--- config.mk ---
export PLATFORM = sky130hd
export DESIGN_NAME = mod5_tx_flat
export DESIGN_NICKNAME = d
export VERILOG_FILES = /design/src/rtl/mod5_tx_if.sv /design/src/rtl/mod5_tx.sv /design/src/flat_wrapper.sv
export SDC_FILE = /design/constraint.sdc
export NUM_CORES = 1
export LEC_CHECK = 0
export ABC_CLOCK_PERIOD_IN_PS = 1800
export BUFFER_PORTS_ARGS = -buffer_cell sky130_fd_sc_hd__buf_4
export CAP_MARGIN = 20
export CORE_ASPECT_RATIO = 1.2
export CORE_MARGIN = 4
export CORE_UTILIZATION = 25
export DETAILED_ROUTE_END_ITERATION = 16
export SLEW_MARGIN = 5
export SYNTH_ARGS = -nofsm -noshare
export SYNTH_HDL_FRONTEND = slang
export SYNTH_SLANG_ARGS = --single-unit
export TNS_END_PERCENT = 20
--- constraint.sdc ---
create_clock -name CLK -period 1.8 [get_ports CLK]
set_input_delay 0.18 -clock CLK [delete_from_list [all_inputs] [get_ports CLK]]
set_output_delay 0.18 -clock CLK [all_outputs]
set_load 0.005 [all_outputs]
--- src/rtl/mod5_tx_if.sv ---
// Handshake and serial-output bundle between a word source and the mod-5
// transmitter; the transmitter takes the slave side.
interface mod5_tx_if #(
    parameter int WIDTH = 8
);
    logic             in_valid;
    logic [WIDTH-1:0] in_data;
    logic             in_ready;
    logic             data;
    logic             data_valid;
    logic             last;
    logic             busy;

    modport master (
        output in_valid, in_data,
        input  in_ready, data, data_valid, last, busy
    );

    modport slave (
        input  in_valid, in_data,
        output in_ready, data, data_valid, last, busy
    );
endinterface

--- src/rtl/mod5_tx.sv ---
// Serial transmitter: shifts a payload out MSB first and appends a 3-bit
// check field so every frame, read as a binary number, is divisible by 5.
module mod5_tx #(
    parameter int WIDTH = 8
) (
    input  logic     CLK,
    input  logic     nRST,
    mod5_tx_if.slave bus
);
    // The counter must also reach 2 in CHECK, even when WIDTH is 1.
    localparam int CNT_W = ($clog2(WIDTH + 1) < 2) ? 2 : $clog2(WIDTH + 1);

    localparam logic [1:0] ST_IDLE  = 2'd0;
    localparam logic [1:0] ST_SHIFT = 2'd1;
    localparam logic [1:0] ST_CHECK = 2'd2;

    localparam logic [CNT_W-1:0] CNT_ZERO     = CNT_W'(0);
    localparam logic [CNT_W-1:0] CNT_ONE      = CNT_W'(1);
    localparam logic [CNT_W-1:0] CNT_TWO      = CNT_W'(2);
    localparam logic [CNT_W-1:0] CNT_LAST_BIT = CNT_W'(WIDTH - 1);

    function automatic logic [2:0] mod5_step(input logic [2:0] rem, input logic bit_in);
        logic [3:0] t;
        t = {rem, 1'b0} + {3'b000, bit_in};
        if (t >= 4'd5) begin
            t = t - 4'd5;
        end else begin
            t = t;
        end
        return 3'(t);
    endfunction

    logic [1:0]       state_q, state_d;
    logic [WIDTH-1:0] shreg_q, shreg_d;
    logic [CNT_W-1:0] cnt_q,   cnt_d;
    logic [2:0]       rem_q,   rem_d;
    logic [2:0]       chk_q,   chk_d;

    logic             in_ready_s;
    logic             accept_s;
    logic [2:0]       rem_step_s;
    logic             data_s;
    logic             data_valid_s;
    logic             last_s;

    assign in_ready_s = (state_q == ST_IDLE) ||
                        ((state_q == ST_CHECK) && (cnt_q == CNT_TWO));
    assign accept_s   = bus.in_valid && in_ready_s;
    assign rem_step_s = mod5_step(rem_q, shreg_q[WIDTH-1]);

    // Next-state logic for the frame sequencer and its datapath registers.
    always_comb begin
        state_d = state_q;
        shreg_d = shreg_q;
        cnt_d   = cnt_q;
        rem_d   = rem_q;
        chk_d   = chk_q;
        case (state_q)
            ST_IDLE: begin
                if (accept_s) begin
                    shreg_d = bus.in_data;
                    cnt_d   = CNT_ZERO;
                    rem_d   = 3'd0;
                    state_d = ST_SHIFT;
                end else begin
                    state_d = ST_IDLE;
                end
            end
            ST_SHIFT: begin
                rem_d   = rem_step_s;
                shreg_d = shreg_q << 1;
                if (cnt_q == CNT_LAST_BIT) begin
                    chk_d   = mod5_step(rem_step_s, 1'b0);
                    cnt_d   = CNT_ZERO;
                    state_d = ST_CHECK;
                end else begin
                    cnt_d   = cnt_q + CNT_ONE;
                end
            end
            ST_CHECK: begin
                if (cnt_q != CNT_TWO) begin
                    cnt_d = cnt_q + CNT_ONE;
                end else if (accept_s) begin
                    shreg_d = bus.in_data;
                    cnt_d   = CNT_ZERO;
                    rem_d   = 3'd0;
                    state_d = ST_SHIFT;
                end else begin
                    cnt_d   = CNT_ZERO;
                    state_d = ST_IDLE;
                end
            end
            default: begin
                cnt_d   = CNT_ZERO;
                state_d = ST_IDLE;
            end
        endcase
    end

    // State registers; reset aborts any frame in flight.
    always_ff @(posedge CLK or negedge nRST) begin
        if (!nRST) begin
            state_q <= ST_IDLE;
            shreg_q <= '0;
            cnt_q   <= CNT_ZERO;
            rem_q   <= 3'd0;
            chk_q   <= 3'd0;
        end else begin
            state_q <= state_d;
            shreg_q <= shreg_d;
            cnt_q   <= cnt_d;
            rem_q   <= rem_d;
            chk_q   <= chk_d;
        end
    end

    // Serial output decode; check bits go out MSB first.
    always_comb begin
        data_s       = 1'b0;
        data_valid_s = 1'b0;
        last_s       = 1'b0;
        case (state_q)
            ST_SHIFT: begin
                data_s       = shreg_q[WIDTH-1];
                data_valid_s = 1'b1;
            end
            ST_CHECK: begin
                data_valid_s = 1'b1;
                if (cnt_q == CNT_ZERO) begin
                    data_s = chk_q[2];
                end else if (cnt_q == CNT_ONE) begin
                    data_s = chk_q[1];
                end else begin
                    data_s = chk_q[0];
                    last_s = (cnt_q == CNT_TWO);
                end
            end
            default: begin
                data_s       = 1'b0;
                data_valid_s = 1'b0;
            end
        endcase
    end

    assign bus.in_ready   = in_ready_s;
    assign bus.data       = data_s;
    assign bus.data_valid = data_valid_s;
    assign bus.last       = last_s;
    assign bus.busy       = (state_q == ST_SHIFT) || (state_q == ST_CHECK);
endmodule

--- src/flat_wrapper.sv ---
// flat-port wrapper written by rule: the top's interface ports become plain ports
module mod5_tx_flat 
#(
    parameter int WIDTH = 8
)
  (CLK, nRST, bus_in_valid, bus_in_data, bus_in_ready, bus_data, bus_data_valid, bus_last, bus_busy);
  mod5_tx_if #(.WIDTH(WIDTH)) bus_i ();
  input  logic CLK;
  input  logic nRST;
  input wire logic [$bits(bus_i.in_valid)-1:0] bus_in_valid;
  input wire logic [$bits(bus_i.in_data)-1:0] bus_in_data;
  output wire logic [$bits(bus_i.in_ready)-1:0] bus_in_ready;
  output wire logic [$bits(bus_i.data)-1:0] bus_data;
  output wire logic [$bits(bus_i.data_valid)-1:0] bus_data_valid;
  output wire logic [$bits(bus_i.last)-1:0] bus_last;
  output wire logic [$bits(bus_i.busy)-1:0] bus_busy;
  assign bus_i.in_valid = bus_in_valid;
  assign bus_i.in_data = bus_in_data;
  assign bus_in_ready = bus_i.in_ready;
  assign bus_data = bus_i.data;
  assign bus_data_valid = bus_i.data_valid;
  assign bus_last = bus_i.last;
  assign bus_busy = bus_i.busy;
  mod5_tx #(.WIDTH(WIDTH)) u_core (.CLK(CLK), .nRST(nRST), .bus(bus_i));
endmodule
=== Word-level counts from Yosys, hierarchy flattened ===
Cells that the tools add are included.

* Flip-flop bits (word level): 20
* Input bits: 11
* Output and inout bits: 5

* Add/subtract/negate cells: 4
* Magnitude comparators: 2
* Eq/ne operators: 9
* Mux-type cells: 23
* Reduce and logical (&&, ||, !) cells: 11

{| class="wikitable"
|+ Operator list
! operator !! count
|-
| case mux 8 bit (3 select lines) || 1
|-
| two-way mux 8 bit || 2
|-
| two-way mux 3 bit || 4
|-
| two-way mux 4 bit || 3
|-
| case mux 4 bit (3 select lines) || 1
|-
| case mux 3 bit (3 select lines) || 1
|-
| greater-or-equal comparator 4 x 3 -> 1 bit, second input constant || 2
|-
| two-way mux 1 bit || 7
|-
| case mux 2 bit (3 select lines) || 1
|-
| AND reduction 2 bit || 3
|-
| subtractor 3 bit, second input constant || 2
|-
| adder 4 x 1 -> 4 bit || 1
|-
| adder 4 x 1 -> 4 bit, second input constant || 1
|-
| == test 4 x 1 -> 1 bit, second input constant || 1
|-
| == test 4 x 2 -> 1 bit, second input constant || 1
|-
| == test 4 x 3 -> 1 bit, second input constant || 1
|-
| logical NOT 4 bit || 1
|-
| two-way mux 2 bit || 2
|-
| inequality test 2 x 1 -> 1 bit, second input constant || 2
|-
| inequality test 4 x 2 -> 1 bit, second input constant || 1
|-
| nonzero test 3 bit || 1
|-
| == test 2 x 1 -> 1 bit, second input constant || 1
|-
| == test 2 bit, second input constant || 1
|-
| logical AND 1 bit || 2
|-
| 5 further kinds || 6
|}

=== Logic depth before layout (Yosys ltp) ===
* Depth in word-level cells: 7
* Mapped depth: 8
* Mapped depth without buffers: 7

=== Least setup slack after synthesis ===
No wires, ideal clock.

* Kind: reg-to-reg
* From: reg u_core.state_q[0]
* To: reg u_core.shreg_q[0]
* Library setup time: 128 ps
* Arrival time: 1,638 ps
* Setup slack: 34 ps
* Stages on the path, launching flop included: 9
* Path buffers: 1
* Clock period less this slack: 1,766 ps
* Cell sequence: dfrtp_1 -> inv_1 -> ha_1 -> and4bb_2 -> o21a_1 -> buf_2 -> nor2_1 -> a31oi_1 -> o22ai_1

* Cells in the longest elaborated chain, start to end: 7
* Elaborated cells between the ends (all ways): 12

{| class="wikitable"
|+ RTL lines
! element !! RTL line !! source
|-
| start: declaration || mod5_tx.sv:33 || <nowiki>logic [1:0] state_q, state_d;</nowiki>
|-
| start signal: assignment || mod5_tx.sv:109 || <nowiki>state_q <= state_d;</nowiki>
|-
| == test 2 bit || mod5_tx.sv:47, mod5_tx.sv:58 ||
|-
| logical AND 1 bit || mod5_tx.sv:47 || <nowiki>((state_q == ST_CHECK) && (cnt_q == CNT_TWO));</nowiki>
|-
| logical OR 1 bit || mod5_tx.sv:46 || <nowiki>assign in_ready_s = (state_q == ST_IDLE) ||</nowiki>
|-
| logical AND 1 bit || mod5_tx.sv:48 || <nowiki>assign accept_s = bus.in_valid && in_ready_s;</nowiki>
|-
| two-way mux 8 bit (2 in a row) || -- ||
|-
| case mux 8 bit (3 select lines) || mod5_tx.sv:58 || <nowiki>case (state_q)</nowiki>
|-
| end signal: assignment || mod5_tx.sv:110 || <nowiki>shreg_q <= shreg_d;</nowiki>
|-
| end: declaration || mod5_tx.sv:34 || <nowiki>logic [WIDTH-1:0] shreg_q, shreg_d;</nowiki>
|}

Several ways; a longest one is shown, not always the timed one. The select of a mux whose other input is x is not followed.
A chain may end at the register's enable or synchronous reset.

=== Final worst setup path ===
* From: reg u_core.cnt_q[1]
* To: reg u_core.shreg_q[3]

* Cells in the longest elaborated chain, start to end: 7
* Elaborated cells between the ends (all ways): 10

{| class="wikitable"
|+ RTL lines
! element !! RTL line !! source
|-
| start: declaration || mod5_tx.sv:35 || <nowiki>logic [CNT_W-1:0] cnt_q, cnt_d;</nowiki>
|-
| start signal: assignment || mod5_tx.sv:111 || <nowiki>cnt_q <= cnt_d;</nowiki>
|-
| == test 4 x 2 -> 1 bit || mod5_tx.sv:47 ||
|-
| logical AND 1 bit || mod5_tx.sv:47 ||
|-
| logical OR 1 bit || mod5_tx.sv:46 ||
|-
| logical AND 1 bit || mod5_tx.sv:48 ||
|-
| two-way mux 8 bit (2 in a row) || -- ||
|-
| case mux 8 bit (3 select lines) || -- ||
|}

Several ways; a longest one is shown, not always the timed one. The select of a mux whose other input is x is not followed.

==> summary.txt <==
Mapped Area -> 1310 um2
NetSw -> 879 uW
Die ar. -> 6470 um2
CP Buf/Inv Count -> 2
pin count of the biggest net entering global routing -> 21
largest family of logic cells by synthesized area -> compound AO/OA/AOI/OAI gates
Mapped Nets -> 166
Core Util, Final -> 0.369
all-layer global routing usage -> 0.108
top_reg_cell synth -> dfrtp_1
final cycle utilization of the critical path -> 0.982
required time worst endpoint -> 1950 ps
RSZ-0062 raised after global routing -> yes
clock sinks -> 20
Hold Vio Cnt, Final -> 0
vias in the first global route -> 1187
Post-Synth Simple-Gate Area -> 0.171
CTS Buf Count -> 3
clock slew at reported path FFs -> 80 ps
leakage -> 0.000811 uW
FF+latch area -> 500 um2
IO buf count -> 15
Initial Util -> 0.262
Root Buffer -> clkbuf_8
Multi-input gate area -> 838 um2
Cells after Synth -> 144
NumNets Final -> 210
# rows -> 28
total vias in the final route -> 1220
top sig layer -> met4
Adder-Cell Fraction of Synth Area -> 0.105
# setup viols final -> 0
combinational group share of total power -> 0.554
CP top delay family -> compound AO/OA/AOI/OAI gates
CP dominant cell by count -> buf_4
antenna violations before repair -> 0
status -> finished, final reports clean
total power -> 2300 uW
Compound-Gate Fraction of Synth Area -> 0.269
synth cell count leaders -> dfrtp_1 (20), o22ai_1 (13), nand2_1 (12), nor2_1 (12), ha_1 (11)
post-route minimum period -> 1770 ps
Worst Hold Class -> in -> reg
post-synthesis xor/xnor area fraction -> 0.00668
drt pass-1 iters -> 5
post-synth cell types -> 44
post-synthesis mux area share -> 0.00763
fmax -> 566 MHz
Sw Ratio -> 0.383
post-synth top area share -> 0.382
grt ovf -> 0
skew final -> 4.36 ps
Syn Area/Cell -> 9.11 um2
P_int -> 1420 uW
power density over cell area -> 1240 nW/um2
CP Class -> reg -> reg
sequential-to-total area share from yosys stat -> 0.382
CTS tree -> done
drt initial violations -> 44
#FFs+latches synth -> 20
WL met3 -> 99 um
max-cap check violation count -> 0
area of the core -> 5010 um2
routed wire length per instance -> 13.6 um
CP cell instances -> ha_4 -> buf_4 -> and4bb_2 -> o21a_2 -> buf_4 -> o22ai_1 -> a21oi_1
P&R area growth vs syn -> 41.0%
ANT cells -> 0
Cells after DPL -> 237
Critical Path Source Type -> flip-flop
layout cells sized above 1 -> 0.401
power share of the sequential group -> 0.293
I/O Pins -> 16
first-pass GRT wire length -> 5.38 mm
drt total wl -> 3.37 mm
slowest CP cell -> dfrtp_1
dominant cell type by area after synthesis -> dfrtp_1
Setup crit end kind -> flip-flop
worst vdd ir -> 0.000420 V
die height -> 87.3 um
DP Wirelength -> 2.46 mm
crit-path max FO -> 9
EDFF count, synth -> 0
GP Congestion -> 0.923
Via density -> 4.94
Synth warnings -> 0
Clock Latency Late Sink -> 260 ps
routed wl met2 -> 1.64 mm
count leader, synth -> dfrtp_1
Post-Route M1 WL -> 1.55 mm
fill count -> 495
Clock Path Buffers -> 2
# H-tree levels -> 1
drt drc -> 0
die width -> 74.1 um
final slew viol count -> 0
headroom to the max-slew limit -> 0.777
clock share of power -> 0.153
Worst-Margin Slew -> 335 ps
crit path DAT -> 1920 ps
Area contributors post-synth -> dfrtp_1 (38%), ha_1 (10%), o22ai_1 (6.2%), a21oi_1 (3.8%), nand2_1 (3.4%)
Post-synth ARST share -> 1.00
post-route non-filler standard cell count -> 247
ANT nets after route -> 0
CP peak stage delay -> 420 ps
-- sequential cells by signal, indices dropped and copies added, names as in the netlist --
| register | cells |
|---|---|
| u_core.chk_q | 3 |
| u_core.cnt_q | 4 |
| u_core.rem_q | 3 |
| u_core.shreg_q | 8 |
| u_core.state_q | 2 |
-- routing by layer --
layer  up-vias  track usage
met3         7       0.0219
li1        617            -
met1       581        0.139
met5         -            0
met2        15        0.174
met4         0       0.0445
-- tightest hold or removal path, cell delays in order --
cell,delay (ps)
buf_4,80
o22ai_1,50
a21oi_1,120
-- power groups by stage --
stage	Sequential (uW)	Combinational [uW]	Clock, uW
6_report	673	1270	352
5_1_grt	692	1400	387
4_1_cts	666	1130	366
3_5_place_dp	676	1100	0
3_3_place_gp	675	1080	0
2_1_floorplan	676	656	0
-- path summary, 6_finish.rpt --
| check | end | depth (start not counted) | slack, ps | startpoint |
|---|---|---|---|---|
| max in group asynchronous | u_core.state_q[0] | 2 | 1240 | nRST |
| setup / recovery | u_core.shreg_q[3] | 7 | 30 | u_core.cnt_q[1] |
| hold / removal | u_core.shreg_q[1] | 3 | 210 | bus_in_data[1] |
| setup reg to reg | u_core.shreg_q[3] | 7 | 30 | u_core.cnt_q[1] |
| min in group asynchronous | u_core.rem_q[0] | 2 | 350 | nRST |
| hold reg to reg | u_core.chk_q[1] | 1 | 530 | u_core.chk_q[1] |
-- layout make-up --
| class | instances | share of cell area |
|---|---|---|
| multi-input combinational | 109 | 0.453 |
| sequential | 20 | 0.271 |
| timing repair buffer | 44 | 0.184 |
| tap | 60 | 0.0406 |
| clock buffer | 4 | 0.0298 |
| inverter | 10 | 0.0217 |
-- through the flow --
step	cell area [um2]	setup WS [ps]	setup TNS, ps	hold slack [ps]
floorplan	1310	33.7	0	-116
global placement	1630	-19.2	-19.2	84.1
detailed placement	1630	-16.8	-16.8	83.7
CTS	1720	0.956	0	210
global route	1850	-70.3	-505	209
finish	1850	32.0	0	211
-- kinds of logic (layout without fill, tap and decap cells) --
family,after synthesis,in the layout
muxes,1,1
and+or+nand+nor,43,43
AOI/OAI and AO/OA,53,53
adders and majority gates,11,11
xor gates and xnor gates,1,1
DFF,20,20
buffers and inverters,15,58
-- layout by cell type (no fill, tap or decap), drive strengths merged --
master	netlist	final
buf	5	43
dfrtp	20	20
nand2	14	14
o22ai	13	13
nor2	12	12
a21oi	12	12
ha	11	11
o21ai	10	10
inv	9	9
clkbuf	0	4
nor3	4	4
o211ai	3	3
a31oi	3	3
a32o	2	2
or2	2	2
nor3b	2	2
a21o	2	2
a21boi	1	1
and4bb	1	1
clkinv	1	1
o21a	1	1
or3b	1	1
nor2b	1	1
a31o	1	1
nand2b	1	1
xnor2	1	1
mux2i	1	1
and3b	1	1
o22a	1	1
o31ai	1	1
or4b	1	1
a22oi	1	1
nand4	1	1
o2111ai	1	1
a41oi	1	1
nand3	1	1
or3	1	1
dlygate4sd3	0	1
-- timing repair --
action                                  4_1_cts  5_1_grt
buffers inserted                              0        5
endpoints found under the hold margin        20        0
pin swaps                                     3        9
hold buffers                                  1        0
endpoints found under the setup margin        5       19
gates resized for setup                       6       21
No activity file was read; power rests on OpenSTA's default activity.
